--- src/rtl/png_pkg.sv ---
// Shared constants, encodings and the byte-wise CRC-32 step used by the PNG chunk sequencer.
package png_pkg;

    localparam int unsigned DATA_WD     = 32;
    localparam int unsigned NUM_WD      = 2;
    localparam int unsigned SIZE_PIC_WD = 32;

    localparam logic [31:0] PNG_SIG0  = 32'h89504E47;
    localparam logic [31:0] PNG_SIG1  = 32'h0D0A1A0A;
    localparam logic [31:0] TYPE_IHDR = 32'h49484452;
    localparam logic [31:0] TYPE_IDAT = 32'h49444154;
    localparam logic [31:0] TYPE_IEND = 32'h49454E44;
    localparam logic [31:0] IHDR_LEN  = 32'h0000000D;
    // bit depth 8, colour type 6 (RGBA), compression 0, filter 0
    localparam logic [31:0] IHDR_TAIL = 32'h08060000;
    localparam logic [31:0] CRC_POLY  = 32'hEDB88320;

    typedef enum logic [2:0] {
        StIdle,
        StSig,
        StLen,
        StType,
        StBody,
        StCwait,
        StCrc
    } state_e;

    typedef enum logic [1:0] {
        ChIhdr,
        ChIdat,
        ChIend
    } chunk_e;

    // Reflected CRC-32 over num+1 MSB-aligned bytes, first byte in bits [31:24].
    function automatic logic [31:0] crc32_word(input logic [31:0] crc,
                                               input logic [31:0] dat,
                                               input logic [1:0]  num);
        logic [31:0] c;
        c = crc;
        for (int b = 0; b < 4; b++) begin
            if (b <= int'(num)) begin
                c = c ^ {24'h0, dat[31-8*b -: 8]};
                for (int k = 0; k < 8; k++) begin
                    c = c[0] ? ((c >> 1) ^ CRC_POLY) : (c >> 1);
                end
            end
        end
        return c;
    endfunction

endpackage

--- src/rtl/png_chunk_ctrl_if.sv ---
// Valid/ready word stream carrying data, MSB-aligned byte count and a last marker.
interface png_chunk_ctrl_if;
    import png_pkg::*;

    logic               val;
    logic [DATA_WD-1:0] dat;
    logic [NUM_WD-1:0]  num;
    logic               lst;
    logic               rdy;

    modport master (output val, dat, num, lst, input rdy);
    modport slave  (input val, dat, num, lst, output rdy);

endinterface

--- src/rtl/crc32_core.sv ---
// Word-at-a-time PNG CRC-32; done pulses one cycle after the last word with the final CRC.
module crc32_core
    import png_pkg::*;
(
    input  logic               clk,
    input  logic               rstn,
    input  logic               start_i,
    input  logic               val_i,
    input  logic [DATA_WD-1:0] dat_i,
    input  logic [NUM_WD-1:0]  num_i,
    input  logic               lst_i,
    output logic               done_o,
    output logic [31:0]        crc_o
);

    logic [31:0] crc_q;
    logic [31:0] res_q;
    logic        done_q;
    logic [31:0] crc_nxt;

    always_comb begin
        crc_nxt = crc32_word(crc_q, dat_i, num_i);
    end

    always_ff @(posedge clk or negedge rstn) begin
        if (!rstn) begin
            crc_q  <= '0;
            res_q  <= '0;
            done_q <= 1'b0;
        end else begin
            done_q <= val_i & lst_i;
            if (start_i) begin
                crc_q <= '1;
            end else if (val_i) begin
                crc_q <= crc_nxt;
            end
            if (val_i && lst_i) begin
                res_q <= ~crc_nxt;
            end
        end
    end

    assign done_o = done_q;
    assign crc_o  = res_q;

endmodule

--- src/rtl/png_chunk_ctrl.sv ---
// Emits signature, IHDR, IDAT (payload pass-through) and IEND chunks, each closed by its CRC.
module png_chunk_ctrl
    import png_pkg::*;
(
    input  logic                   clk,
    input  logic                   rstn,
    input  logic [SIZE_PIC_WD-1:0] w_i,
    input  logic [SIZE_PIC_WD-1:0] h_i,
    input  logic [SIZE_PIC_WD-1:0] idat_len_i,
    input  logic                   start_i,
    png_chunk_ctrl_if.slave        dat,
    png_chunk_ctrl_if.master       out,
    output logic                   busy_o,
    output logic                   done_o,
    output logic                   err_o
);

    state_e state_q, state_d;
    chunk_e chunk_q, chunk_d;
    logic [1:0] idx_q, idx_d;

    logic [SIZE_PIC_WD-1:0] w_q, h_q, len_q;
    logic [31:0]            crc_q;
    logic [31:0]            byte_cnt_q;
    logic [31:0]            byte_sum;
    logic                   err_q;

    logic               hs;
    logic               empty_idat;
    logic               idat_body;
    logic               crc_start;
    logic               crc_val;
    logic [DATA_WD-1:0] crc_dat;
    logic [NUM_WD-1:0]  crc_num;
    logic               crc_lst;
    logic               crc_done;
    logic [31:0]        crc_res;

    assign hs         = out.val & out.rdy;
    assign empty_idat = (len_q == '0);
    assign idat_body  = (state_q == StBody) && (chunk_q == ChIdat);
    assign byte_sum   = byte_cnt_q + {{(32 - NUM_WD){1'b0}}, dat.num} + 32'd1;

    always_ff @(posedge clk or negedge rstn) begin
        if (!rstn) begin
            state_q <= StIdle;
            chunk_q <= ChIhdr;
            idx_q   <= '0;
        end else begin
            state_q <= state_d;
            chunk_q <= chunk_d;
            idx_q   <= idx_d;
        end
    end

    always_comb begin
        state_d = state_q;
        chunk_d = chunk_q;
        idx_d   = idx_q;
        unique case (state_q)
            StIdle: begin
                if (start_i) begin
                    state_d = StSig;
                    chunk_d = ChIhdr;
                    idx_d   = '0;
                end
            end
            StSig: begin
                if (hs) begin
                    if (idx_q == 2'd1) begin
                        state_d = StLen;
                        idx_d   = '0;
                    end else begin
                        idx_d = idx_q + 2'd1;
                    end
                end
            end
            StLen: begin
                if (hs) state_d = StType;
            end
            StType: begin
                if (hs) begin
                    idx_d = '0;
                    if (chunk_q == ChIend || (chunk_q == ChIdat && empty_idat)) begin
                        state_d = StCwait;
                    end else begin
                        state_d = StBody;
                    end
                end
            end
            StBody: begin
                if (hs) begin
                    if (chunk_q == ChIhdr) begin
                        if (idx_q == 2'd3) state_d = StCwait;
                        else               idx_d   = idx_q + 2'd1;
                    end else if (dat.lst) begin
                        state_d = StCwait;
                    end
                end
            end
            StCwait: begin
                if (crc_done) state_d = StCrc;
            end
            StCrc: begin
                if (hs) begin
                    unique case (chunk_q)
                        ChIhdr: begin
                            chunk_d = ChIdat;
                            state_d = StLen;
                        end
                        ChIdat: begin
                            chunk_d = ChIend;
                            state_d = StLen;
                        end
                        default: state_d = StIdle;
                    endcase
                end
            end
            default: state_d = StIdle;
        endcase
    end

    always_comb begin
        out.val = 1'b0;
        out.dat = '0;
        out.num = '0;
        out.lst = 1'b0;
        dat.rdy = 1'b0;
        unique case (state_q)
            StSig: begin
                out.val = 1'b1;
                out.num = 2'd3;
                out.dat = idx_q[0] ? PNG_SIG1 : PNG_SIG0;
            end
            StLen: begin
                out.val = 1'b1;
                out.num = 2'd3;
                unique case (chunk_q)
                    ChIhdr:  out.dat = IHDR_LEN;
                    ChIdat:  out.dat = len_q;
                    default: out.dat = '0;
                endcase
            end
            StType: begin
                out.val = 1'b1;
                out.num = 2'd3;
                unique case (chunk_q)
                    ChIhdr:  out.dat = TYPE_IHDR;
                    ChIdat:  out.dat = TYPE_IDAT;
                    default: out.dat = TYPE_IEND;
                endcase
            end
            StBody: begin
                if (chunk_q == ChIhdr) begin
                    out.val = 1'b1;
                    out.num = 2'd3;
                    unique case (idx_q)
                        2'd0: out.dat = w_q;
                        2'd1: out.dat = h_q;
                        2'd2: out.dat = IHDR_TAIL;
                        default: begin
                            out.dat = '0;
                            out.num = 2'd0;
                        end
                    endcase
                end else begin
                    out.val = dat.val;
                    out.dat = dat.dat;
                    out.num = dat.num;
                    dat.rdy = out.rdy;
                end
            end
            StCrc: begin
                out.val = 1'b1;
                out.num = 2'd3;
                out.dat = crc_q;
                out.lst = (chunk_q == ChIend);
            end
            default: ;
        endcase
    end

    always_comb begin
        crc_start = hs && (state_q == StLen);
        crc_val   = hs && (state_q == StType || state_q == StBody);
        crc_dat   = out.dat;
        crc_num   = out.num;
        crc_lst   = 1'b0;
        if (crc_val) begin
            if (state_q == StType) begin
                crc_lst = (chunk_q == ChIend) || (chunk_q == ChIdat && empty_idat);
            end else if (chunk_q == ChIhdr) begin
                crc_lst = (idx_q == 2'd3);
            end else begin
                crc_lst = dat.lst;
            end
        end
    end

    always_ff @(posedge clk or negedge rstn) begin
        if (!rstn) begin
            w_q        <= '0;
            h_q        <= '0;
            len_q      <= '0;
            crc_q      <= '0;
            byte_cnt_q <= '0;
            err_q      <= 1'b0;
        end else begin
            if (state_q == StIdle && start_i) begin
                w_q        <= w_i;
                h_q        <= h_i;
                len_q      <= idat_len_i;
                byte_cnt_q <= '0;
                err_q      <= 1'b0;
            end
            if (idat_body && hs) begin
                byte_cnt_q <= byte_sum;
                if (dat.lst && byte_sum != len_q) err_q <= 1'b1;
            end
            if (state_q == StCwait && crc_done) begin
                crc_q <= crc_res;
            end
        end
    end

    assign busy_o = (state_q != StIdle);
    assign done_o = hs && (state_q == StCrc) && (chunk_q == ChIend);
    assign err_o  = err_q;

    crc32_core u_crc32_core (
        .clk     (clk),
        .rstn    (rstn),
        .start_i (crc_start),
        .val_i   (crc_val),
        .dat_i   (crc_dat),
        .num_i   (crc_num),
        .lst_i   (crc_lst),
        .done_o  (crc_done),
        .crc_o   (crc_res)
    );

endmodule

--- src/flat_wrapper.sv ---
// flat-port wrapper written by rule: the top's interface ports become plain ports
module png_chunk_ctrl_flat import png_pkg::*;
  (clk, rstn, w_i, h_i, idat_len_i, start_i, busy_o, done_o, err_o, dat_val, dat_dat, dat_num, dat_lst, dat_rdy, out_val, out_dat, out_num, out_lst, out_rdy);
  png_chunk_ctrl_if dat_i ();
  png_chunk_ctrl_if out_i ();
  input  logic clk;
  input  logic rstn;
  input  logic [SIZE_PIC_WD-1:0] w_i;
  input  logic [SIZE_PIC_WD-1:0] h_i;
  input  logic [SIZE_PIC_WD-1:0] idat_len_i;
  input  logic start_i;
  output logic busy_o;
  output logic done_o;
  output logic err_o;
  input wire logic [$bits(dat_i.val)-1:0] dat_val;
  input wire logic [$bits(dat_i.dat)-1:0] dat_dat;
  input wire logic [$bits(dat_i.num)-1:0] dat_num;
  input wire logic [$bits(dat_i.lst)-1:0] dat_lst;
  output wire logic [$bits(dat_i.rdy)-1:0] dat_rdy;
  output wire logic [$bits(out_i.val)-1:0] out_val;
  output wire logic [$bits(out_i.dat)-1:0] out_dat;
  output wire logic [$bits(out_i.num)-1:0] out_num;
  output wire logic [$bits(out_i.lst)-1:0] out_lst;
  input wire logic [$bits(out_i.rdy)-1:0] out_rdy;
  assign dat_i.val = dat_val;
  assign dat_i.dat = dat_dat;
  assign dat_i.num = dat_num;
  assign dat_i.lst = dat_lst;
  assign dat_rdy = dat_i.rdy;
  assign out_val = out_i.val;
  assign out_dat = out_i.dat;
  assign out_num = out_i.num;
  assign out_lst = out_i.lst;
  assign out_i.rdy = out_rdy;
  png_chunk_ctrl u_core (.clk(clk), .rstn(rstn), .w_i(w_i), .h_i(h_i), .idat_len_i(idat_len_i), .start_i(start_i), .dat(dat_i), .out(out_i), .busy_o(busy_o), .done_o(done_o), .err_o(err_o));
endmodule
--- config.mk ---
export PLATFORM = sky130hd
export DESIGN_NAME = png_chunk_ctrl_flat
export DESIGN_NICKNAME = d
export VERILOG_FILES = /design/src/rtl/png_pkg.sv /design/src/rtl/png_chunk_ctrl_if.sv /design/src/rtl/crc32_core.sv /design/src/rtl/png_chunk_ctrl.sv /design/src/flat_wrapper.sv
export SDC_FILE = /design/constraint.sdc
export NUM_CORES = 1
export LEC_CHECK = 0
export BUFFER_PORTS_ARGS = -buffer_cell sky130_fd_sc_hd__buf_2
export CELL_PAD_IN_SITES_DETAIL_PLACEMENT = 0
export CELL_PAD_IN_SITES_GLOBAL_PLACEMENT = 1
export CORE_MARGIN = 2
export CORE_UTILIZATION = 30
export DETAILED_ROUTE_END_ITERATION = 8
export PLACE_DENSITY = 0.63
export SKIP_CTS_REPAIR_TIMING = 1
export SYNTH_ARGS = -nofsm -noshare
export SYNTH_HDL_FRONTEND = slang
export SYNTH_SLANG_ARGS = --single-unit
--- constraint.sdc ---
create_clock -name clk -period 8.47 [get_ports clk]
set_clock_uncertainty 0.2 [all_clocks]
set_input_delay 0.847 -clock clk [delete_from_list [all_inputs] [get_ports clk]]
set_output_delay 0.847 -clock clk [all_outputs]
set_load 0.03 [all_outputs]
==> run_results.csv <==
group,metric,value,unit
sta,finalSetupViolations,0,
critical_path,critPathCapture,"u_core.u_crc32_core.crc_o[23]",
critical_path,r2r_slack,0.95,ns
critical_path,critPathLaunchType,"flop",
run,drv_cap,0,
synthesis,synth_cell_type_count,86,
routing,drtIter0Drc,1231,
synthesis,syn_inst,1761,
synthesis,synthTopCellsByArea,"dfrtp_1 (35%), xnor2_1 (9.8%), nand2_1 (8.6%), xnor3_1 (4.2%), xor2_1 (4.2%)",
routing,antenna_left,0,
critical_path,r2r_start,"u_core.state_q[0]",
critical_path,required,8.69,ns
synthesis,asyncSetResetFlopFracSynth,100,%
grt,grt_max_degree,137,
sta,fmax,0.133,GHz
grt,grt_pass1_wl,90300,µm
critical_path,crit_type,"reg -> reg",
critical_path,end_kind,"flop",
cts,numCtsBuffers,28,
sta,period_needed,7.52,ns
cts,cts_sinks,233,
synthesis,avgSynthCellArea,9.36,µm²
placement,place_congestion,0.948,
critical_path,crit_chain,"buf_4 -> and3b_1 -> buf_4 -> a21o_1 -> a2111oi_4 -> xnor2_2 -> xnor2_2 -> xnor3_2 -> xnor2_1 -> mux2i_1 -> xor2_1 -> xnor3_1 -> mux2i_1 -> xnor2_1 -> xor2_2 -> xnor2_2 -> xnor3_1 -> mux2i_1 -> a21oi_1",
grt,grt_use_total,21.6,%
floorplanning,initial_utilization,30.5,%
critical_path,crit_start,"u_core.state_q[0]",
synthesis,syn_area,0.0165,mm²
routing,finalWirelength,62100,µm
cts,clock_path_buffers,3,
synthesis,synth-edff-count,0,
run_status,status,"completed",
floorplanning,io_pins,176,
cts,path_clk_slew,0.06,ns
critical_path,crit_path_top_delay_cell,"xnor2_1",
min_path,hold_class,"in -> async",
routing,drc,0,
sta,slew_headroom,25.4,%
routing,post_drt_wl_per_cell,23.9,µm
sta,rsz0062_at_grt,"no",
sta,hold_violations,0,
cts,clk_latency,0.57,ns
cells_and_area,nNetsFinal,2028,
cts,root_buffer,"clkbuf_16",
floorplanning,dieArea,0.0569,mm²
cells_and_area,drive_gt1_share,19.3,%
floorplanning,core.rowCount,85,
grt,antenna_found_initial,3,
synthesis,synth_nets,1904,
sta,min_period_over_period,88.8,%
synthesis,yosysWarnings,0,
cts,htree_levels,1,
sta,final-max-slew-violation-count,0,
grt,first_global_vias,13300,
synthesis,synth-seq-cells,233,
synthesis,ys_dominant_reg_cell,"dfrtp_1",
routing,route.vias.total,13600,
floorplanning,fp.dieW,238,µm
routing,avgViaCountPerCell,5.22,
synthesis,yosysSeqAreaShare,35.4,%
placement,place_hpwl,48500,µm
placement,numPortBuffers,175,
cells_and_area,area_growth,15.0,%
synthesis,yosys.area.top_type,"dfrtp_1",
critical_path,r2r_cells,19,
critical_path,path_max_fanout,30,
sta,fin_tns_setup,0,ns
critical_path,rr_endpoint,"u_core.u_crc32_core.crc_o[23]",
sta,tightest_slew,1.12,ns
floorplanning,core_area,0.0541,mm²
critical_path,cp_data_arrival_time,7.74,ns
cts,cts_tree,"done",
floorplanning,die-height,238,µm
grt,overflow,0,
critical_path,slowest_delay,0.69,ns
synthesis,synth_top_cell_area_share,35.4,%
routing,firstDrtPassIters,5,
==> layout by cell type, fill, tap and decap left out, drive strengths merged, types with 28 or more instances in the layout <==
cell type	n
xnor2	209
mux2	41
clkbuf	42
xnor3	34
o21ai	80
mux2i	36
dfrtp	233
buf	203
nor2	109
nand2	376
a21oi	104
nand3	42
inv	28
xor2	91
==> worst max-delay path, delay by kind of cell, from the launching register on <==
family	cells	cell delay (ns)
AOI/OAI and AO/OA	3	0.83
and+or+nand+nor	1	0.37
buffers and inverters	2	0.58
muxes	3	0.72
xor gates and xnor gates	10	4.30
DFF	1	0.34
==> Yosys cell counts, drive strengths merged, types with 9 or more instances <==
cell	n
xor2	91
inv	27
nor2	109
xnor2	209
o22a	21
a221o	12
a22o	12
and2	10
nand4	11
and3	24
o31ai	18
nor4	9
xnor3	34
nand3	42
a22oi	24
o21ai	80
clkbuf	85
mux2	41
buf	24
nor3	14
a21oi	104
xor3	11
a221oi	10
mux2i	36
dfrtp	233
nand2	376
==> per-layer routing <==
layer	up-vias	track usage (%)	part of all wire [%]
met4	4	7.48	3.8
met1	6651	32.0	47
met3	92	2.73	6.6
met2	565	32.3	43
li1	6274	-	-
met5	-	0	0.051
==> area by class of cell <==
type	instances	area (µm²)
flip-flops and latches	233	5830
well taps	696	871
diodes	1	2.50
clock inverters	9	76.3
repair buffers	203	1110
inverters	27	101
multi-input cells	1392	10100
fillers	5542	35200
clock buffers	42	845
==> worst min-delay path by stage <==
| stage | end | slack, ns |
|---|---|---|
| 2_1_floorplan | u_core.w_q[18] | 0.25 |
| 3_3_place_gp | u_core.w_q[4] | 0.26 |
| 3_5_place_dp | u_core.h_q[13] | 0.26 |
| 4_1_cts | u_core.len_q[26] | 0.17 |
| 5_1_grt | u_core.byte_cnt_q[25] | 0.18 |
| 6_report | u_core.len_q[26] | 0.13 |
==> metrics by stage <==
stage          util [%]  instance area, µm²  hold slack, ns  cells  setup WS, ns
3_5_place_dp       33.3               18000           0.264   2551         0.976
2_1_floorplan         -               16500           0.246   1761          2.25
4_1_cts            35.0               19000           0.165   2602         0.967
3_3_place_gp       33.3               18000           0.260   2551          1.18
6_report           35.0               19000           0.132   2603         0.951
5_1_grt            35.0               19000           0.179   2603         0.660
==> cells by family after synthesis <==
family	Yosys count	share of synthesized area, %
buffers and inverters	136	3.41
multiplexers	77	5.18
AO/OA/AOI/OAI	332	13.7
XOR/XNOR	345	24.9
flip-flops	233	35.4
adder cells (fa/ha/maj)	7	0.577
AND/OR/NAND/NOR	631	16.8
==> flip-flops by register name, indices dropped and copies added (netlist names) <==
name	count
u_core.w_q	32
u_core.crc_q	32
u_core.u_crc32_core.done_o	1
u_core.u_crc32_core.crc_q	32
u_core.err_o	1
u_core.byte_cnt_q	32
u_core.state_q	3
u_core.h_q	32
u_core.len_q	32
u_core.u_crc32_core.crc_o	32
u_core.idx_q	2
u_core.chunk_q	2
Power is left out: the tool's default activity adds up to more than one toggle a clock period on the data nets, which glitch-free logic cannot reach.
